File: src/rtl/branch_ctrl_if.sv
// Branch control handshake bundle and shared types.
// Decode/comparator/fetch side drives master, branch_ctrl uses slave.
package branch_ctrl_pkg;
  typedef logic [2:0] comparator_func_code;

  localparam comparator_func_code FN_BEQ  = 3'd0;
  localparam comparator_func_code FN_BNE  = 3'd1;
  localparam comparator_func_code FN_BLT  = 3'd4;
  localparam comparator_func_code FN_BGE  = 3'd5;
  localparam comparator_func_code FN_BLTU = 3'd6;
  localparam comparator_func_code FN_BGEU = 3'd7;

  localparam logic [1:0] K_BR   = 2'b00;
  localparam logic [1:0] K_JAL  = 2'b01;
  localparam logic [1:0] K_JALR = 2'b10;
  localparam logic [1:0] K_ILL  = 2'b11;

  localparam logic [1:0] C_MISALIGN = 2'b01;
  localparam logic [1:0] C_ILLEGAL  = 2'b10;
endpackage

interface branch_ctrl_if;
  import branch_ctrl_pkg::*;

  logic                br_valid_ip;
  logic                br_ready_op;
  logic [1:0]          br_kind_ip;
  comparator_func_code br_func_ip;
  logic [31:0]         br_pc_ip;
  logic [31:0]         br_imm_ip;
  logic [31:0]         br_rs1_ip;
  logic [31:0]         br_rs2_ip;

  logic                comp_enable_op;
  comparator_func_code comp_func_op;
  logic [31:0]         comp_operand_a_op;
  logic [31:0]         comp_operand_b_op;
  logic                comp_result_ip;
  logic                comp_valid_ip;

  logic                redirect_valid_op;
  logic [31:0]         redirect_pc_op;
  logic                redirect_ack_ip;

  logic                flush_op;
  logic                link_valid_op;
  logic [31:0]         link_data_op;
  logic                fault_op;
  logic [1:0]          fault_cause_op;

  modport master (
    output br_valid_ip, br_kind_ip, br_func_ip,
    output br_pc_ip, br_imm_ip, br_rs1_ip, br_rs2_ip,
    output comp_result_ip, comp_valid_ip, redirect_ack_ip,
    input  br_ready_op, comp_enable_op, comp_func_op,
    input  comp_operand_a_op, comp_operand_b_op,
    input  redirect_valid_op, redirect_pc_op,
    input  flush_op, link_valid_op, link_data_op,
    input  fault_op, fault_cause_op
  );

  modport slave (
    input  br_valid_ip, br_kind_ip, br_func_ip,
    input  br_pc_ip, br_imm_ip, br_rs1_ip, br_rs2_ip,
    input  comp_result_ip, comp_valid_ip, redirect_ack_ip,
    output br_ready_op, comp_enable_op, comp_func_op,
    output comp_operand_a_op, comp_operand_b_op,
    output redirect_valid_op, redirect_pc_op,
    output flush_op, link_valid_op, link_data_op,
    output fault_op, fault_cause_op
  );
endinterface

File: src/rtl/branch_ctrl.sv
// Control-transfer resolution: compare, redirect fetch, flush pipe.
// All outputs are registered; decisions are made on state transitions.
module branch_ctrl
  import branch_ctrl_pkg::*;
#(
  parameter int unsigned FLUSH_CYCLES = 2
) (
  input logic         clk,
  input logic         reset,
  branch_ctrl_if.slave bus
);

  typedef enum logic [1:0] {
    S_IDLE,
    S_EVAL,
    S_REDIRECT,
    S_FLUSH
  } state_t;

  localparam logic [3:0] FLUSH_LAST = 4'(FLUSH_CYCLES - 1);

  state_t              state_q;
  logic [1:0]          kind_q;
  logic [31:0]         tgt_q;
  logic [3:0]          cnt_q;
  logic                ready_q;
  logic                comp_en_q;
  comparator_func_code comp_func_q;
  logic [31:0]         comp_a_q;
  logic [31:0]         comp_b_q;
  logic                redir_v_q;
  logic [31:0]         redir_pc_q;
  logic                flush_q;
  logic                link_v_q;
  logic [31:0]         link_data_q;
  logic                fault_q;
  logic [1:0]          cause_q;

  logic [31:0]         tgt_d;
  logic                link_d;
  logic                func_bad;
  logic                illegal;
  logic                taken;

  // Target and link decision from the op being offered.
  always_comb begin
    tgt_d  = bus.br_pc_ip + bus.br_imm_ip;
    if (bus.br_kind_ip == K_JALR)
      tgt_d = (bus.br_rs1_ip + bus.br_imm_ip) & 32'hFFFF_FFFE;
    link_d = (bus.br_kind_ip == K_JAL || bus.br_kind_ip == K_JALR)
             && !tgt_d[1];
  end

  // Resolution of the captured op during EVAL.
  always_comb begin
    func_bad = (comp_func_q == 3'd2) || (comp_func_q == 3'd3);
    illegal  = (kind_q == K_ILL)
               || ((kind_q == K_BR)
                   && (!bus.comp_valid_ip || func_bad));
    taken    = (kind_q != K_BR) || bus.comp_result_ip;
  end

  // Control FSM with registered outputs.
  always_ff @(posedge clk or negedge reset) begin
    if (!reset) begin
      state_q     <= S_IDLE;
      kind_q      <= '0;
      tgt_q       <= '0;
      cnt_q       <= '0;
      ready_q     <= 1'b1;
      comp_en_q   <= 1'b0;
      comp_func_q <= '0;
      comp_a_q    <= '0;
      comp_b_q    <= '0;
      redir_v_q   <= 1'b0;
      redir_pc_q  <= '0;
      flush_q     <= 1'b0;
      link_v_q    <= 1'b0;
      link_data_q <= '0;
      fault_q     <= 1'b0;
      cause_q     <= '0;
    end else begin
      comp_en_q <= 1'b0;
      link_v_q  <= 1'b0;
      fault_q   <= 1'b0;
      cause_q   <= '0;
      unique case (state_q)
        S_IDLE: begin
          if (bus.br_valid_ip) begin
            state_q <= S_EVAL;
            ready_q <= 1'b0;
            kind_q  <= bus.br_kind_ip;
            tgt_q   <= tgt_d;
            if (bus.br_kind_ip == K_BR) begin
              comp_en_q   <= 1'b1;
              comp_func_q <= bus.br_func_ip;
              comp_a_q    <= bus.br_rs1_ip;
              comp_b_q    <= bus.br_rs2_ip;
            end
            if (link_d) begin
              link_v_q    <= 1'b1;
              link_data_q <= bus.br_pc_ip + 32'd4;
            end
          end
        end
        S_EVAL: begin
          if (illegal) begin
            fault_q <= 1'b1;
            cause_q <= C_ILLEGAL;
            ready_q <= 1'b1;
            state_q <= S_IDLE;
          end else if (!taken) begin
            ready_q <= 1'b1;
            state_q <= S_IDLE;
          end else if (tgt_q[1]) begin
            fault_q <= 1'b1;
            cause_q <= C_MISALIGN;
            ready_q <= 1'b1;
            state_q <= S_IDLE;
          end else begin
            redir_v_q  <= 1'b1;
            redir_pc_q <= tgt_q;
            state_q    <= S_REDIRECT;
          end
        end
        S_REDIRECT: begin
          if (bus.redirect_ack_ip) begin
            redir_v_q <= 1'b0;
            flush_q   <= 1'b1;
            cnt_q     <= FLUSH_LAST;
            state_q   <= S_FLUSH;
          end
        end
        S_FLUSH: begin
          if (cnt_q == '0) begin
            flush_q <= 1'b0;
            ready_q <= 1'b1;
            state_q <= S_IDLE;
          end else begin
            cnt_q <= cnt_q - 4'd1;
          end
        end
        default: state_q <= S_IDLE;
      endcase
    end
  end

  assign bus.br_ready_op       = ready_q;
  assign bus.comp_enable_op    = comp_en_q;
  assign bus.comp_func_op      = comp_func_q;
  assign bus.comp_operand_a_op = comp_a_q;
  assign bus.comp_operand_b_op = comp_b_q;
  assign bus.redirect_valid_op = redir_v_q;
  assign bus.redirect_pc_op    = redir_pc_q;
  assign bus.flush_op          = flush_q;
  assign bus.link_valid_op     = link_v_q;
  assign bus.link_data_op      = link_data_q;
  assign bus.fault_op          = fault_q;
  assign bus.fault_cause_op    = cause_q;

endmodule

File: src/flat_wrapper.sv
// flat-port wrapper written by rule: the top's interface ports become plain ports
module branch_ctrl_flat import branch_ctrl_pkg::*;
#(
  parameter int unsigned FLUSH_CYCLES = 2
)
  (clk, reset, bus_br_valid_ip, bus_br_kind_ip, bus_br_func_ip, bus_br_pc_ip, bus_br_imm_ip, bus_br_rs1_ip, bus_br_rs2_ip, bus_comp_result_ip, bus_comp_valid_ip, bus_redirect_ack_ip, bus_br_ready_op, bus_comp_enable_op, bus_comp_func_op, bus_comp_operand_a_op, bus_comp_operand_b_op, bus_redirect_valid_op, bus_redirect_pc_op, bus_flush_op, bus_link_valid_op, bus_link_data_op, bus_fault_op, bus_fault_cause_op);
  branch_ctrl_if bus_i ();
  input logic clk;
  input logic reset;
  input wire logic [$bits(bus_i.br_valid_ip)-1:0] bus_br_valid_ip;
  input wire logic [$bits(bus_i.br_kind_ip)-1:0] bus_br_kind_ip;
  input wire logic [$bits(bus_i.br_func_ip)-1:0] bus_br_func_ip;
  input wire logic [$bits(bus_i.br_pc_ip)-1:0] bus_br_pc_ip;
  input wire logic [$bits(bus_i.br_imm_ip)-1:0] bus_br_imm_ip;
  input wire logic [$bits(bus_i.br_rs1_ip)-1:0] bus_br_rs1_ip;
  input wire logic [$bits(bus_i.br_rs2_ip)-1:0] bus_br_rs2_ip;
  input wire logic [$bits(bus_i.comp_result_ip)-1:0] bus_comp_result_ip;
  input wire logic [$bits(bus_i.comp_valid_ip)-1:0] bus_comp_valid_ip;
  input wire logic [$bits(bus_i.redirect_ack_ip)-1:0] bus_redirect_ack_ip;
  output wire logic [$bits(bus_i.br_ready_op)-1:0] bus_br_ready_op;
  output wire logic [$bits(bus_i.comp_enable_op)-1:0] bus_comp_enable_op;
  output wire logic [$bits(bus_i.comp_func_op)-1:0] bus_comp_func_op;
  output wire logic [$bits(bus_i.comp_operand_a_op)-1:0] bus_comp_operand_a_op;
  output wire logic [$bits(bus_i.comp_operand_b_op)-1:0] bus_comp_operand_b_op;
  output wire logic [$bits(bus_i.redirect_valid_op)-1:0] bus_redirect_valid_op;
  output wire logic [$bits(bus_i.redirect_pc_op)-1:0] bus_redirect_pc_op;
  output wire logic [$bits(bus_i.flush_op)-1:0] bus_flush_op;
  output wire logic [$bits(bus_i.link_valid_op)-1:0] bus_link_valid_op;
  output wire logic [$bits(bus_i.link_data_op)-1:0] bus_link_data_op;
  output wire logic [$bits(bus_i.fault_op)-1:0] bus_fault_op;
  output wire logic [$bits(bus_i.fault_cause_op)-1:0] bus_fault_cause_op;
  assign bus_i.br_valid_ip = bus_br_valid_ip;
  assign bus_i.br_kind_ip = bus_br_kind_ip;
  assign bus_i.br_func_ip = bus_br_func_ip;
  assign bus_i.br_pc_ip = bus_br_pc_ip;
  assign bus_i.br_imm_ip = bus_br_imm_ip;
  assign bus_i.br_rs1_ip = bus_br_rs1_ip;
  assign bus_i.br_rs2_ip = bus_br_rs2_ip;
  assign bus_i.comp_result_ip = bus_comp_result_ip;
  assign bus_i.comp_valid_ip = bus_comp_valid_ip;
  assign bus_i.redirect_ack_ip = bus_redirect_ack_ip;
  assign bus_br_ready_op = bus_i.br_ready_op;
  assign bus_comp_enable_op = bus_i.comp_enable_op;
  assign bus_comp_func_op = bus_i.comp_func_op;
  assign bus_comp_operand_a_op = bus_i.comp_operand_a_op;
  assign bus_comp_operand_b_op = bus_i.comp_operand_b_op;
  assign bus_redirect_valid_op = bus_i.redirect_valid_op;
  assign bus_redirect_pc_op = bus_i.redirect_pc_op;
  assign bus_flush_op = bus_i.flush_op;
  assign bus_link_valid_op = bus_i.link_valid_op;
  assign bus_link_data_op = bus_i.link_data_op;
  assign bus_fault_op = bus_i.fault_op;
  assign bus_fault_cause_op = bus_i.fault_cause_op;
  branch_ctrl #(.FLUSH_CYCLES(FLUSH_CYCLES)) u_core (.clk(clk), .reset(reset), .bus(bus_i));
endmodule
File: config.mk
export PLATFORM = sky130hd
export DESIGN_NAME = branch_ctrl_flat
export DESIGN_NICKNAME = d
export VERILOG_FILES = /design/src/rtl/branch_ctrl_if.sv /design/src/rtl/branch_ctrl.sv /design/src/flat_wrapper.sv
export SDC_FILE = /design/constraint.sdc
export NUM_CORES = 1
export LEC_CHECK = 0
export CAP_MARGIN = 0
export CORE_UTILIZATION = 55
export CTS_BUF_LIST = sky130_fd_sc_hd__clkbuf_4 sky130_fd_sc_hd__clkbuf_8
export CTS_CLUSTER_SIZE = 24
export DETAILED_ROUTE_END_ITERATION = 8
export PLACE_DENSITY_LB_ADDON = 0.08
export SETUP_SLACK_MARGIN = 0.15
export SYNTH_ARGS = -nofsm -noshare
export SYNTH_HDL_FRONTEND = slang
export SYNTH_SLANG_ARGS = --single-unit
File: constraint.sdc
create_clock -name clk -period 3.1 [get_ports clk]
set_input_delay 0.465 -clock clk [delete_from_list [all_inputs] [get_ports clk]]
set_output_delay 0.465 -clock clk [all_outputs]
set_load 0.01 [all_outputs]
---- Word level (Yosys, flattened, before mapping) ----
Cells that the tools add are included.
word-level totals
  flip-flop bits (word level) ............. 178
  latch bits .............................. 0
  bits in writable memories ............... 0
  bits in read-only memories .............. 0
  output and inout bits ................... 139
  memories ................................ 0
cells by class
  $add $sub $neg .......................... 4
  multipliers ............................. 0
  divide/modulo/power cells ............... 0
  $lt $le $gt $ge ......................... 0
  equal/unequal tests ..................... 16
  shift operators ......................... 0
  mux-type cells .......................... 39
  bitwise operators ....................... 2
  reductions and logical operators ........ 26
operators with widths
  kind                   count
  $add 32x32->32         2
  $add 32x3->32 const B  1
  $mux 32                1
  $mux 1                 22
  $mux 2                 9
  $reduce_and 3->1       5
  $ne 2x2->1 const B     5
  $eq 2x2->1 const B     4
  $mux 4                 2
  $pmux 2 s4             1
  $pmux 4 s2             1
  $reduce_and 4->1       2
  $eq 3x2->1 const B     2
  $logic_not 2->1        3
  $reduce_bool 2->1      3
  $logic_or 1x1->1       5
  $reduce_and 5->1       1
  $eq 2x1->1 const B     2
  $logic_not 4->1        1
  $ne 2x1->1 const B     2
  $ne 4x2->1 const B     1
  $pmux 1 s2             2
  $sub 4x1->4 const B    1
  $pmux 1 s3             1
  other kinds (5)        8

---- Logic depth before layout (Yosys ltp) ----
Gate-level depths: netlist of run 1.
  depth after elaboration ................. 7
  mapped depth ............................ 11
  depth with buffers taken out ............ 11

---- Worst setup path after synthesis of run 1 ----
OpenSTA, ideal clock, no wires.
  kind .................................... input to register
  start point ............................. in bus_br_imm_ip[0]
  end point ............................... reg u_core.tgt_q[24]
  library setup time ...................... 0.138 ns
  arrival ................................. 2.627 ns
  data required time ...................... 2.962 ns
  path slack .............................. 0.336 ns
  cell stages on the path ................. 11
  buffers on the path ..................... 0
  path through ............................ ha_1 > fa_1 > a21oi_1 > o21ai_0 > nand3_1 > a31oi_2 > a31o_1 > o311a_1 > a211oi_2 > xor2_1 > a21oi_1
between the ends
  longest elaborated chain between the ends .. 2
ends and longest elaborated chain
  item                               RTL line                              RTL
  start: declaration                 flat_wrapper.sv:14                    input wire logic [$bits(bus_i.br_imm_ip)-1:0] bus_br_imm_ip;
  $add 32x32->32 (on tied branches)  branch_ctrl.sv:47, branch_ctrl.sv:49
  $mux 32 (*)                        branch_ctrl.sv:48                     if (bus.br_kind_ip == K_JALR)
  end signal: assignment             branch_ctrl.sv:93                     tgt_q <= tgt_d;
  end: declaration                   branch_ctrl.sv:24                     logic [31:0] tgt_q;
Every way passes the cells marked *; elsewhere a longest branch is shown, timed or not.
A chain may end at the register's enable or synchronous reset.

---- Worst setup path after layout of run 1 ----
  start point ............................. in bus_br_rs1_ip[2]
  end point ............................... reg u_core.tgt_q[31]
between the ends
  longest elaborated chain between the ends .. 2
ends and longest elaborated chain
  item                RTL line            RTL
  start: declaration  flat_wrapper.sv:15  input wire logic [$bits(bus_i.br_rs1_ip)-1:0] bus_br_rs1_ip;
  $add 32x32->32      branch_ctrl.sv:49   tgt_d = (bus.br_rs1_ip + bus.br_imm_ip) & 32'hFFFF_FFFE;
  $mux 32             branch_ctrl.sv:48
Every way passes these cells.

==> impl_metrics.yaml, run 1 <==
outcome:
  status: "finished, final reports clean"
yosys:
  synthMuxAreaShare_pct: 11.0
  synth_ff_type: "dfrtp_1"
  post_synth_fa_ha_maj_area_fraction_pct: 8.15
  netlist_area_mm2: 0.0106
  ys_seq_elements: 178
  ys_seq_area_share_pct: 41.9
  synth_compound_area_share_pct: 17.3
  synthXorXnorAreaFrac_pct: 6.60
  synth_warnings: 0
  synth_nets: 1284
  synth-async-reset-ratio_pct: 100
  synth_top_family_by_area: "compound AO/OA/AOI/OAI gates"
  synth_simple_gate_area_share_pct: 12.6
  yosysUniqueCellTypes: 75
  syn_avg_cell_area_um2: 9.86
  synthCells: 1077
  synth_enable_flop_cells: 0
worst_setup_path:
  crit_buf_inv: 2
  critical_path.max_stage_delay_ps: 440
  cp.arrival_ps: 3210
  cp_cell_sequence: "clkdlybuf4s50_1, ha_1, a21oi_1, a21oi_2, o21ai_0, buf_4, a21oi_2, o21ai_1, nand4_1, a41oi_2, xnor2_1, a221o_1"
  critical-path-top-delay-family: "compound AO/OA/AOI/OAI gates"
  crit_slowest_cell: "clkdlybuf4s50_1"
  reg2reg_slack_ps: 1110
  path_max_fanout: 5
  startpoint: "bus_br_rs1_ip[2]"
  r2r_end: "u_core.tgt_q[19]"
  critical_path_required_ps: 3470
  cp_common_cell: "a21oi_2"
  worstSetupPathType: "primary input to flop"
  startpoint_type: "primary input"
  rr_worst_depth: 4
  cp-end-kind: "flop"
sta:
  period_needed_ps: 2840
  max_slew_margin_pct: 55.9
  hold_viol: 0
  final.setup.tns_ps: 0
  tightestPinTransition_ps: 653
  rsz0062_at_grt: "yes"
  skew_ps: 14.6
  fmax_mhz: 352
  drv_slew: 0
  period_share_pct: 91.8
  setup_viol: 0
pwr:
  pwr-share-comb_pct: 47.0
  p_leak_uw: 0.00672
  p_int_uw: 6870
  power.share.switching_pct: 35.7
  seq_power_share_pct: 37.8
  peakVddDrop_v: 0.000410
  clock_power_share_pct: 15.2
  p_per_area_mw_per_mm2: 709
  power.switching_uw: 3820
routing:
  num_vias: 9921
  drtIter0Drc: 666
  antenna_left: 0
  drc: 0
  wire_per_inst_um: 18.5
  finalWirelength_um: 32100
  drt_first_pass_iters: 5
  vias_per_cell: 5.72
grt:
  grt_pass1_wl_um: 50600
  grt_overflow_total: 0
  grt_max_degree: 72
  grt_pass1_vias: 9753
  track_usage_pct: 32.8
  antenna_found_initial: 0
clocking:
  cts.clk_slew.worst_paths_ps: 110
  cts_buffers: 17
  clock_path_buffers: 2
  cts_tree: "yes"
  clock_latency_ps: 490
  clock_sinks: 178
  h-tree-depth: 4
  cts-root-buf: "clkbuf_8"
die:
  die-area_mm2: 0.0199
  num_rows: 50
  die_y_um: 141
  floorplan.initialDensity_pct: 56.4
  pin_count: 278
  die_x_um: 141
  core_mm2: 0.0188
finish:
  n_antenna_cell: 0
  fin_area_mm2: 0.0151
  nets: 1668
  synthToLayoutAreaGrowth_pct: 41.8
  fin_cells: 1734
  final_util_pct: 80.0
  final_cell_mix: "275 x clkdlybuf4s50_1, 177 x dfrtp_1, 127 x nand2_1, 126 x buf_4, 99 x mux2_2"
  final_layout_size_suffix_gt1_share_pct: 20.2
  final_common_cell: "clkdlybuf4s50_1"
placed_design:
  dp.final_hpwl_um: 25200
  place.gp.congestion: 0.921
  placed_cell_area_mm2: 0.0146
  dpl.cell_count: 1700
  numPortBuffers: 276
min_path:
  hold_class: "primary input to async pin"
flow_run:
  maxCapViolCount: 0
[layout make-up]
| type | instances | area (um^2) |
|---|---|---|
| fillers | 1261 | 3760 |
| well taps | 260 | 325 |
| inverters | 22 | 82.6 |
| repair buffers | 407 | 3800 |
| flip-flops and latches | 178 | 4460 |
| clock inverters | 14 | 138 |
| clock buffers | 18 | 248 |
| multi-input cells | 835 | 6020 |
[what timing repair did]
| action | in CTS | in global routing |
|---|---|---|
| hold endpoints to repair | 47 | 0 |
| resized for setup | 7 | 18 |
| pin swaps | 1 | 10 |
| buffers inserted | 1 | 0 |
| setup endpoints to repair | 8 | 16 |
| hold buffers | 1 | 0 |
[worst max-delay path by stage]
| stage | endpoint | depth (start not counted) | slack [ps] |
|---|---|---|---|
| global route | u_core.tgt_q[31] | 12 | 100 |
| detailed placement | u_core.tgt_q[26] | 12 | -450 |
| CTS | u_core.tgt_q[31] | 12 | 160 |
| global placement | u_core.tgt_q[26] | 12 | -360 |
| floorplan | u_core.tgt_q[24] | 11 | 340 |
| finish | u_core.tgt_q[31] | 12 | 260 |
[cells by family after synthesis]
group / Yosys count
mux: 104
buf+inv: 64
simple gates: 292
compound gates: 290
fa+ha+maj: 68
other cells: 1
xor+xnor: 80
flops: 178
[per-stage QoR]
step	hold slack [ps]	setup WS (ps)	power, uW
4_1_cts	488	163	10700
6_report	481	256	10700
2_1_floorplan	169	336	6270
5_1_grt	505	100	11300
3_3_place_gp	439	-364	8850
3_5_place_dp	444	-446	9060
[power groups by stage]
stage | Clock [uW] | Sequential, uW | Combinational (uW)
after floorplan | 0 | 4310 | 1960
after global placement | 0 | 4000 | 4850
after detailed placement | 0 | 4090 | 4980
after CTS | 1630 | 4040 | 5020
after global routing | 1710 | 4160 | 5400
final | 1620 | 4040 | 5020
[Yosys cell counts, drive strengths merged, types with 6 or more instances]
master / instances / area [um^2]
and3: 15 / 95.1
o31ai: 6 / 50.1
o21ai: 95 / 475
a21oi: 71 / 355
buf: 13 / 62.6
and2: 9 / 56.3
dfrtp: 177 / 4430
nand2: 127 / 477
xnor2: 32 / 280
ha: 66 / 826
a211oi: 9 / 72.6
nand4: 13 / 81.3
xor2: 48 / 420
inv: 22 / 82.6
nor3: 11 / 55.1
o211ai: 8 / 60.1
o21bai: 9 / 67.6
o21a: 13 / 97.6
a21o: 34 / 255
nand3: 30 / 150
nor2: 57 / 214
nand2b: 8 / 50.1
mux2: 99 / 1110
clkbuf: 29 / 113
a31oi: 7 / 50.1
[worst reg2reg max path: cells and delay by family, from the launching register on]
kind / cells / cell delay (ps)
simple gates: 1 / 650
flops: 1 / 510
compound gates: 2 / 370
buf+inv: 1 / 340
[sequential cells by signal, indices dropped and copies added, names as in the netlist, named ones only]
| register | flops |
|---|---|
| u_core.bus.fault_op | 1 |
| u_core.bus.comp_operand_b_op | 32 |
| u_core.bus.redirect_valid_op | 1 |
| u_core.bus.br_ready_op | 1 |
| u_core.bus.redirect_pc_op | 31 |
| u_core.bus.fault_cause_op | 2 |
| u_core.tgt_q | 32 |
| u_core.kind_q | 2 |
| u_core.bus.comp_enable_op | 1 |
| u_core.cnt_q | 4 |
| u_core.state_q | 1 |
| u_core.bus.comp_func_op | 3 |
| u_core.bus.comp_operand_a_op | 32 |
| u_core.bus.link_data_op | 32 |
| u_core.bus.flush_op | 1 |
| u_core.bus.link_valid_op | 1 |
[per-layer routing]
metal  vias to the layer above  share of wire [%]  global-route usage, %
met1                      4778                 43                   44.0
met5                         -                  0                      0
met3                        55                7.9                   6.93
li1                       4664                  -                      -
met2                       424                 47                   53.7
met4                         0                2.1                   9.55
No activity file was read; power rests on OpenSTA's default activity.
==> inputs of run 2 (changes only) <==
- TNS_END_PERCENT: unset -> 1
==> impl_metrics.yaml, run 2 (synthesis results as in run 1) <==
clocking:
  cts.clk_slew.worst_paths_ps: 100
  h-tree-depth: 4
  cts_tree: "yes"
  clock_path_buffers: 2
  clock_latency_ps: 490
  cts-root-buf: "clkbuf_8"
  cts_buffers: 17
  clock_sinks: 178
routing:
  wire_per_inst_um: 18.5
  finalWirelength_um: 32100
  num_vias: 9906
  vias_per_cell: 5.71
  drc: 0
  drt_first_pass_iters: 5
  drtIter0Drc: 728
  antenna_left: 0
sta:
  skew_ps: 14.9
  timing.hold.ws_ps: 482
  rsz0062_at_grt: "yes"
  period_share_pct: 94.6
  fmax_mhz: 341
  max_slew_margin_pct: 57.5
  setup_viol: 0
  hold_viol: 0
  tightestPinTransition_ps: 629
  drv_slew: 0
  period_needed_ps: 2930
  final.setup.tns_ps: 0
  layout_setup_ws_ps: 166
outcome:
  status: "finished, final reports clean"
die:
  floorplan.initialDensity_pct: 56.4
  num_rows: 50
  die-area_mm2: 0.0199
  core_mm2: 0.0188
  die_x_um: 141
  pin_count: 278
  die_y_um: 141
pwr:
  seq_power_share_pct: 37.8
  p_int_uw: 6870
  p_leak_uw: 0.00672
  power_uw: 10700
  peakVddDrop_v: 0.000413
  power.switching_uw: 3810
  clock_power_share_pct: 15.2
  power.share.switching_pct: 35.7
  pwr-share-comb_pct: 47.0
  p_per_area_mw_per_mm2: 710
finish:
  n_antenna_cell: 0
  final_cell_mix: "275 x clkdlybuf4s50_1, 177 x dfrtp_1, 127 x nand2_1, 126 x buf_4, 99 x mux2_2"
  multi_input_area_mm2: 0.00600
  nets: 1668
  fillers: 1269
  final_common_cell: "clkdlybuf4s50_1"
  seqCellArea_mm2: 0.00446
  fin_cells: 1734
  final_layout_size_suffix_gt1_share_pct: 20.0
  synthToLayoutAreaGrowth_pct: 41.7
worst_setup_path:
  worstSetupPathType: "primary input to flop"
  cp-end-kind: "flop"
  path_max_fanout: 5
  crit_buf_inv: 2
  r2r_end: "u_core.tgt_q[19]"
  endpoint: "u_core.tgt_q[27]"
  critical_path_depth: 12
  startpoint: "bus_br_rs1_ip[2]"
  critical_path_required_ps: 3490
  cp.arrival_ps: 3320
  startpoint_type: "primary input"
  crit_slowest_cell: "clkdlybuf4s50_1"
  reg2reg_slack_ps: 1120
  critical_path.max_stage_delay_ps: 440
  cp_cell_sequence: "clkdlybuf4s50_1, ha_1, a21oi_1, a21oi_2, o21ai_0, buf_4, a21oi_2, o2111ai_1, a31oi_2, a221oi_1, xor2_1, a221oi_1"
  rr_worst_depth: 4
  critical-path-top-delay-family: "compound AO/OA/AOI/OAI gates"
grt:
  grt_overflow_total: 0
  grt_max_degree: 72
  track_usage_pct: 32.7
  grt_pass1_vias: 9714
  antenna_found_initial: 0
  grt_pass1_wl_um: 50400
placed_design:
  preCtsSetupSlack_ps: -446
  numPortBuffers: 276
  dp.final_hpwl_um: 25200
  place.gp.congestion: 0.921
  dpl.cell_count: 1700
min_path:
  hold_class: "primary input to async pin"
flow_run:
  maxCapViolCount: 0
-- run 2: cell counts in the layout (fill, tap and decap cells not counted) --
No cell type changed its count.
-- run 2: power groups by stage --
stage          logic [uW]  clock network (uW)  registers (uW)
5_1_grt              5400                1710            4160
2_1_floorplan        1960                   0            4310
3_5_place_dp         4980                   0            4090
6_report             5020                1620            4040
4_1_cts              5010                1630            4040
3_3_place_gp         4850                   0            4000
-- run 2: timing repair --
| action | in CTS | in global routing |
|---|---|---|
| hold endpoints to repair | 47 | 0 |
| setup buffers | 0 | 1 |
| pin swaps | 0 | 9 |
| hold buffers | 1 | 0 |
| resized for setup | 5 | 17 |
| setup endpoints to repair | 8 | 18 |
-- run 2: area by class of cell --
cell class / instances / area share (%)
inverter: 22 / 0.549
timing repair buffer: 407 / 25.2
multi-input combinational: 835 / 39.9
tap: 260 / 2.16
clock inverter: 14 / 0.914
clock buffer: 18 / 1.65
sequential: 178 / 29.6
-- run 2: routing by layer --
metal / wire, um / vias up / track usage (%)
met5: 0 / - / 0
met4: 604 / 0 / 9.44
met3: 2660 / 43 / 7.00
met2: 15200 / 416 / 53.6
met1: 13700 / 4787 / 43.8
li1: - / 4660 / -
-- run 2: how the worst min path moves through the flow --
stage               cells after the start                              end  slack [ps]
floorplan                               0                        async pin         170
global placement                        1  u_core.bus.comp_operand_b_op[7]         440
detailed placement                      1  u_core.bus.comp_operand_b_op[7]         440
CTS                                     2  u_core.bus.comp_operand_b_op[7]         490
global route                            2      u_core.bus.link_data_op[19]         500
finish                                  2  u_core.bus.comp_operand_b_op[7]         480
-- run 2: through the flow --
step / utilization (%) / instance area (um^2)
finish: 79.9 / 15100
global route: 79.9 / 15100
CTS: 79.6 / 15000
detailed placement: 77.4 / 14600
global placement: 77.4 / 14600
floorplan: - / 10600
==> inputs of run 3 (changes only) <==
- PLACE_DENSITY: unset -> 0.91
- PLACE_DENSITY_LB_ADDON: 0.08 -> unset
==> impl_metrics.yaml, run 3 (synthesis results as in run 1) <==
outcome:
  status: "finished, violations left"
  violations: "hold timing"
sta:
  skew_ps: 14.5
  tightestPinTransition_ps: 659
  period_needed_ps: 2910
  layout_setup_ws_ps: 185
  max_slew_margin_pct: 55.5
  period_share_pct: 94.0
  final.setup.tns_ps: 0
  drv_slew: 0
  setup_viol: 0
  timing.hold.ws_ps: -5.56
  fmax_mhz: 343
  hold_viol: 2
  rsz0062_at_grt: "yes"
worst_setup_path:
  critical-path-top-delay-family: "compound AO/OA/AOI/OAI gates"
  cp.arrival_ps: 3260
  critical_path.max_stage_delay_ps: 460
  crit_buf_inv: 2
  startpoint_type: "primary input"
  path_max_fanout: 5
  critical_path_required_ps: 3440
  worstSetupPathType: "primary input to flop"
  cp_cell_sequence: "clkdlybuf4s50_1, and2_1, fa_1, a21oi_2, o2bb2ai_2, o31ai_2, buf_4, o21ai_2, a311oi_2, o21bai_1, a21oi_1, xor2_1, a21oi_1"
  cp_common_cell: "a21oi_1"
  crit_slowest_cell: "clkdlybuf4s50_1"
  cp-end-kind: "flop"
clocking:
  hold_buffers: 0
  clock_sinks: 178
  clock_path_buffers: 2
  cts-root-buf: "clkbuf_8"
  cts_tree: "yes"
  cts_buffers: 17
  cts.clk_slew.worst_paths_ps: 90
  h-tree-depth: 4
  clock_latency_ps: 460
routing:
  drtIter0Drc: 696
  wire_per_inst_um: 19.3
  antenna_left: 0
  num_vias: 9931
  drc: 0
  vias_per_cell: 5.78
  finalWirelength_um: 33200
  drt_first_pass_iters: 5
flow_run:
  maxCapViolCount: 0
finish:
  synthToLayoutAreaGrowth_pct: 40.5
  final_layout_size_suffix_gt1_share_pct: 19.0
  final_common_cell: "clkdlybuf4s50_1"
  fin_cells: 1719
  fillers: 1205
  final_cell_mix: "274 x clkdlybuf4s50_1, 177 x dfrtp_1, 127 x nand2_1, 114 x buf_4, 99 x mux2_2"
  fin_area_mm2: 0.0149
  nets: 1653
  multi_input_area_mm2: 0.00600
  seqCellArea_mm2: 0.00446
  n_antenna_cell: 0
die:
  core_mm2: 0.0188
  floorplan.initialDensity_pct: 56.4
  die_y_um: 141
  pin_count: 278
  die_x_um: 141
  num_rows: 50
  die-area_mm2: 0.0199
grt:
  grt_pass1_vias: 9962
  antenna_found_initial: 0
  grt_overflow_total: 0
  track_usage_pct: 33.7
  grt_max_degree: 67
  grt_pass1_wl_um: 51900
placed_design:
  dpl.cell_count: 1687
  numPortBuffers: 276
  placed_cell_area_mm2: 0.0144
  preCtsSetupSlack_ps: -456
  place.gp.congestion: 0.949
  dp.final_hpwl_um: 25600
min_path:
  hold_class: "primary input to async pin"
pwr:
  p_leak_uw: 0.00666
  p_per_area_mw_per_mm2: 717
  power_uw: 10700
  peakVddDrop_v: 0.000419
## run 3: cell types whose count changed in the layout (fill, tap and decap cells not counted), moves of 2 or more
| cell | previous run | this run |
|---|---|---|
| o21ai_2 | 4 | 1 |
| clkinv_4 | 1 | 4 |
| clkbuf_4 | 0 | 2 |
| inv_8 | 6 | 2 |
| a21oi_2 | 6 | 4 |
| buf_4 | 126 | 114 |
| clkinvlp_4 | 3 | 0 |
| a21oi_4 | 0 | 2 |
| buf_12 | 4 | 2 |
| o21ai_1 | 4 | 6 |
## run 3: layout make-up
class	instances	area share (%)
Tap cell	260	2.18
Clock buffer	21	1.85
Multi-Input combinational cell	835	40.2
Clock inverter	11	0.796
Timing Repair Buffer	392	24.5
Inverter	22	0.553
Sequential cell	178	29.9
## run 3: routing by layer
metal / track usage, % / vias up / share of wire [%]
li1: - / 4627 / -
met2: 56.5 / 437 / 48
met4: 11.7 / 0 / 2.8
met1: 42.4 / 4790 / 41
met5: 0 / - / 0
met3: 8.42 / 77 / 8.3
## run 3: worst paths after layout
path	startpoint	endpoint	slack [ps]	depth (start not counted)
worst max-delay path	bus_br_imm_ip[0]	u_core.tgt_q[26]	190	13
worst min-delay path	reset	u_core.bus.comp_operand_a_op[12]	-6	1
worst max register to register	u_core.state_q[0]	u_core.tgt_q[28]	1040	6
worst min register to register	u_core.tgt_q[0]	u_core.tgt_q[0]	480	2
max in group asynchronous	reset	u_core.bus.comp_operand_b_op[10]	2250	2
min in group clk	u_core.tgt_q[0]	u_core.tgt_q[0]	480	2
## run 3: per-stage QoR
stage | utilization, % | hold WS, ps
floorplan | - | 169
global placement | 76.7 | 447
detailed placement | 76.7 | 457
CTS | 78.9 | 7.77
global route | 79.3 | 26.4
finish | 79.3 | -5.56
## run 3: power by group
part | internal [uW] | leakage [uW] | switching [uW]
Clock | 720 | 0.000206 | 907
Combinational | 2840 | 0.00425 | 2190
Sequential | 3390 | 0.00220 | 660
Total | 6940 | 0.00666 | 3760
## run 3: repair_timing
item,4_1_cts,5_1_grt
resized for setup,3,19
endpoints found under the setup margin,8,15
pin swaps,0,5
buffers inserted,0,0
